File: config.mk
export PLATFORM = sky130hd
export DESIGN_NAME = mtr_drv
export DESIGN_NICKNAME = d
export VERILOG_FILES = /design/src/rtl/mtr_drv.sv
export SDC_FILE = /design/constraint.sdc
export NUM_CORES = 1
export LEC_CHECK = 0
export CORE_MARGIN = 3
export CORE_UTILIZATION = 60
export DETAILED_ROUTE_END_ITERATION = 8
export DONT_BUFFER_PORTS = 1
export PLACE_DENSITY_LB_ADDON = 0.3
export SYNTH_ARGS = -nofsm -noshare
export SYNTH_HDL_FRONTEND = slang
export SYNTH_SLANG_ARGS = --single-unit
export TNS_END_PERCENT = 1
File: constraint.sdc
create_clock -name clk -period 4.57 [get_ports clk]
set_input_delay 0.6855 -clock clk [delete_from_list [all_inputs] [get_ports clk]]
set_output_delay 0.6855 -clock clk [all_outputs]
set_load 0.05 [all_outputs]
File: src/rtl/mtr_drv.sv
`default_nettype none
// ============================================================================
//  Module      : mtr_drv
//  Description : Dual H-bridge PWM driver. A shared free-running 11-bit
//                counter makes one 2048-clk PWM period. Each channel has a
//                duty register that loads only at the period boundary, a
//                PWM comparator, and a non-overlap timer that inserts a dead
//                time after every edge.
//  Revision    : 1.0 - initial release
// ============================================================================
module mtr_drv #(
  parameter int NONOVERLAP = 32
) (
  input  logic        clk,
  input  logic        rst_n,
  input  logic [10:0] lft_spd,
  input  logic [10:0] rght_spd,
  output logic        lftPWM1,
  output logic        lftPWM2,
  output logic        rghtPWM1,
  output logic        rghtPWM2,
  output logic        pwm_synch
);

  localparam logic [10:0] c_CNT_MAX  = 11'h7FF;
  localparam logic [10:0] c_DUTY_RST = 11'h400;
  localparam logic [7:0]  c_NOVL     = 8'(NONOVERLAP);

  logic [10:0]      r_cnt;
  logic [1:0][10:0] w_spd;
  logic [1:0]       w_pwm1;
  logic [1:0]       w_pwm2;

  // Free-running period counter, wraps naturally at 0x7FF.
  always_ff @(posedge clk or negedge rst_n) begin
    if (!rst_n) begin
      r_cnt <= '0;
    end else begin
      r_cnt <= r_cnt + 11'd1;
    end
  end

  // Last count of the period: the duty registers load on this edge.
  assign pwm_synch = (r_cnt == c_CNT_MAX);

  // Channel 0 is left, channel 1 is right.
  assign w_spd[0] = lft_spd;
  assign w_spd[1] = rght_spd;

  generate
    for (genvar g = 0; g < 2; g++) begin : g_ch
      logic [10:0] r_duty;
      logic        r_sig;
      logic [7:0]  r_scnt;
      logic        r_pwm1;
      logic        r_pwm2;
      logic        w_sig_nxt;

      // Raw PWM level for the coming cycle.
      assign w_sig_nxt = (r_cnt < r_duty);

      // Duty load at the period boundary; inverting the MSB turns the
      // signed speed into an offset-binary duty (0x400 speed -> duty 0).
      always_ff @(posedge clk or negedge rst_n) begin
        if (!rst_n) begin
          r_duty <= c_DUTY_RST;
        end else if (pwm_synch) begin
          r_duty <= w_spd[g] ^ c_DUTY_RST;
        end
      end

      // Registered PWM comparator output.
      always_ff @(posedge clk or negedge rst_n) begin
        if (!rst_n) begin
          r_sig <= 1'b0;
        end else begin
          r_sig <= w_sig_nxt;
        end
      end

      // Stability timer: restarts on every PWM edge, saturates at the
      // dead time so a leg is enabled only once the level has settled.
      always_ff @(posedge clk or negedge rst_n) begin
        if (!rst_n) begin
          r_scnt <= '0;
        end else if (w_sig_nxt != r_sig) begin
          r_scnt <= '0;
        end else if (r_scnt < c_NOVL) begin
          r_scnt <= r_scnt + 8'd1;
        end
      end

      // Bridge legs: only the leg matching the settled level is driven,
      // so short pulses never reach either leg.
      always_ff @(posedge clk or negedge rst_n) begin
        if (!rst_n) begin
          r_pwm1 <= 1'b0;
          r_pwm2 <= 1'b0;
        end else begin
          r_pwm1 <= r_sig & (r_scnt == c_NOVL);
          r_pwm2 <= ~r_sig & (r_scnt == c_NOVL);
        end
      end

      assign w_pwm1[g] = r_pwm1;
      assign w_pwm2[g] = r_pwm2;
    end
  endgenerate

  assign lftPWM1  = w_pwm1[0];
  assign lftPWM2  = w_pwm2[0];
  assign rghtPWM1 = w_pwm1[1];
  assign rghtPWM2 = w_pwm2[1];

endmodule
`default_nettype wire

==> impl_metrics.py <==
metrics = {
    "setup_path": {
        "crit_required_ns": 3.88,
        "critPathKind": "flip-flop to output port",
        "rr_startpoint": "g_ch[0].r_duty[10]",
        "end_kind": "output port",
        "critPathLaunch": "r_cnt[2]",
        "reg2regPathDepth": 7,
        "critPathArrivalTime_ns": 1.98,
        "start_kind": "flip-flop",
        "cp_max_fo": 7,
    },
    "detailed_routing": {
        "vias": 1941,
        "wl_per_cell_um": 14.73,
        "first_iter_violations": 52,
        "ant_nets": 0,
        "viasPerCell": 5.578,
        "firstDrtPassIters": 4,
        "finalWirelength_um": 5127,
        "drc": 0,
    },
    "power_and_ir_drop": {
        "p_comb_frac": 0.032,
        "vdd_drop_max_mv": 0.2095,
        "powerDensity_mw_per_mm2": 264.8,
        "p_sw_mw": 0.1658,
        "power_frac_clock": 0.382,
        "sw_frac_of_total": 0.1939,
        "power_frac_seq": 0.585,
        "p_int_mw": 0.6892,
        "p_leak_nw": 1.669,
    },
    "placement": {
        "hpwl_um": 3723,
        "portBuffers": 0,
        "gp_congestion": 0.8564,
        "dpl_cell_area_mm2": 0.003112,
        "dp_slack_ns": 2.220,
    },
    "clock_network": {
        "cts_resized": 0,
        "cts_hold_buffers": 0,
        "root_buffer": "clkbuf_8",
        "clkLatencyLatePin_ns": 0.30,
        "clockBufferDepth": 2,
        "clk_pin_slew_ns": 0.10,
        "cts_htree_levels": 2,
        "cts_buffers": 5,
        "cts_tree": "built",
        "cts_setup_buffers": 0,
        "cts.sinks": 55,
    },
    "die": {
        "dieArea_mm2": 0.006002,
        "rows": 25,
        "die_h_um": 77.48,
        "ios": 29,
        "die_x_um": 77.48,
        "coreArea_mm2": 0.004817,
        "start_util": 0.6364,
    },
    "layout": {
        "nFillCells": 386,
        "areaGrowthSynthToFinish_pct": 5.347,
        "nets": 329,
        "fin_area_mm2": 0.003229,
        "diodes": 0,
        "fin_util": 0.6704,
        "layout-drive-gt1-share": 0.1388,
    },
    "global_routing": {
        "antenna_found_initial": 0,
        "overflow": 0,
        "grt_max_degree": 56,
        "track_usage": 0.1913,
        "first_global_vias": 1990,
        "grt_pass1_wl_um": 9135,
    },
    "synthesis": {
        "syn_nets": 327,
        "netlist_area_mm2": 0.003065,
        "ys_ff_latch": 55,
        "ys_seq_area_frac": 0.4498,
        "yosys_warnings": 0,
        "synth.avg_cell_area_um2": 11.03,
        "ys_types": 39,
        "synth_cells": 278,
    },
    "job": {
        "max-cap-violations": 0,
    },
    "sta": {
        "hold_viol": 0,
        "setup_tns_ns": 0,
        "setup_slack_ns": 1.904,
        "grt_setup_unrepaired": "no",
        "fin_skew_ns": 0.007777,
        "fin_crit_sh": 0.5834,
        "slew_headroom": 0.4049,
        "drv_slew": 0,
        "clock.fmax_mhz": 375.0,
        "setup_viol": 0,
        "finalCriticalPeriod_ns": 2.666,
        "hold_ws_ns": 0.06133,
        "worst_pin_slew_ns": 0.8894,
    },
    "status": {
        "outcome": "finished, final reports clean",
    },
    "worst_hold_path": {
        "hp-class": "input port to asynchronous set/reset pin",
    },
}
-- sequential cells by signal (all words and copies together), names as in the netlist --
name,flops
lftPWM1,1
rghtPWM2,1
g_ch.r_scnt,16
rghtPWM1,1
lftPWM2,1
g_ch.r_sig,2
r_cnt,11
g_ch.r_duty,22
-- power groups by stage --
| stage | clock (mW) | combinational, mW | sequential, mW |
|---|---|---|---|
| 4_1_cts | 0.339 | 0.0280 | 0.501 |
| 5_1_grt | 0.359 | 0.0308 | 0.502 |
| 3_3_place_gp | 0 | 0.0264 | 0.510 |
| 2_1_floorplan | 0 | 0.0230 | 0.508 |
| 6_report | 0.327 | 0.0276 | 0.501 |
| 3_5_place_dp | 0 | 0.0277 | 0.510 |
-- worst max-delay path, stage by stage (launching register included) --
cell and delay (ns):
dfrtp_1 0.47, and4_1 0.35, nand4_1 0.14, nor2_1 0.71
-- layout by cell type (no fill, tap or decap), drive strengths merged --
master  instances
a21oi          10
nor4            1
and4            4
o21ai          10
buf             2
nor3b           1
a211oi          2
nor3            6
or3             1
mux2i          13
ha             25
a21boi          2
nor2           15
xor2            5
xnor2           8
bufinv          1
a41oi           2
and2            2
nand4           5
clkinv          2
o21bai          2
clkbuf          6
inv            27
and3            3
a31oi           2
and3b           1
dfstp           2
o221ai          2
nand2b          4
nand3           5
nor4b           3
and4b           1
nor2b           5
nand2          23
mux2           25
dfrtp          53
-- metrics by stage --
stage | power (mW) | instances
6_report | 0.8550 | 348
5_1_grt | 0.8917 | 348
4_1_cts | 0.8674 | 348
3_5_place_dp | 0.5380 | 340
3_3_place_gp | 0.5361 | 340
2_1_floorplan | 0.5313 | 278
-- path summary, 6_finish.rpt --
path | end | slack, ns
max | pwm_synch | 1.90
min | g_ch[0].r_duty[8] | 0.06
max reg2reg | g_ch[0].r_scnt[2] | 2.43
min reg2reg | g_ch[0].r_duty[10] | 0.49
max in group asynchronous | g_ch[1].r_duty[10] | 4.33
min in group clk | g_ch[0].r_duty[10] | 0.45
-- layout make-up --
cell class	count	area, µm²	share of cell area
timing repair buffer	2	15.01	0.004649
clock inverter	2	35.03	0.01085
multi-input combinational	188	1529	0.4735
inverter	28	105.1	0.03255
tap	67	83.83	0.02596
clock buffer	6	82.58	0.02557
sequential	55	1379	0.4270
-- synthesized netlist by cell type --
library cell	instances	area (µm²)
a211oi_1	2	15.01
a21boi_0	2	15.01
a21oi_1	10	50.05
a31oi_1	2	12.51
a41oi_1	2	17.52
and2_1	2	12.51
and3_1	3	18.77
and3b_1	1	8.760
and4_1	4	35.03
and4b_1	1	10.01
buf_4	3	22.52
buf_6	2	22.52
clkbuf_1	2	7.510
clkinv_1	1	3.750
dfrtp_1	53	1326
dfstp_2	2	52.55
ha_1	25	312.8
inv_1	27	101.4
mux2_2	9	101.4
mux2_4	16	240.2
mux2i_1	13	130.1
nand2_1	23	86.33
nand2b_1	4	25.02
nand3_1	5	25.02
nand4_1	4	25.02
nand4_4	1	21.27
nor2_1	15	56.30
nor2b_1	5	31.28
nor3_1	6	30.03
nor3b_1	1	7.510
nor4_1	1	6.260
nor4b_1	2	17.52
nor4b_2	1	15.01
o21ai_0	10	50.05
o21bai_1	2	15.01
o221ai_1	2	17.52
or3_1	1	6.260
xnor2_1	8	70.07
xor2_1	5	43.79
-- routing by layer --
layer	track usage	part of all wire	wire length (µm)
met1	0.2527	0.48	2476
met3	0.05104	0.045	230
met4	0.06050	0.0070	36
met5	0	0	0
met2	0.3074	0.46	2383
-- logic make-up (layout without fill, tap and decap cells) --
logic type / after synthesis / after routing / synth area share
AOI/OAI and AO/OA: 32 / 32 / 0.06286
xor gates and xnor gates: 13 / 13 / 0.03714
adders and majority gates: 25 / 25 / 0.1020
buffers and inverters: 35 / 38 / 0.05143
DFF: 55 / 55 / 0.4498
muxes: 38 / 38 / 0.1539
and+or+nand+nor: 80 / 80 / 0.1429
Power figures use the tool's default switching activity.
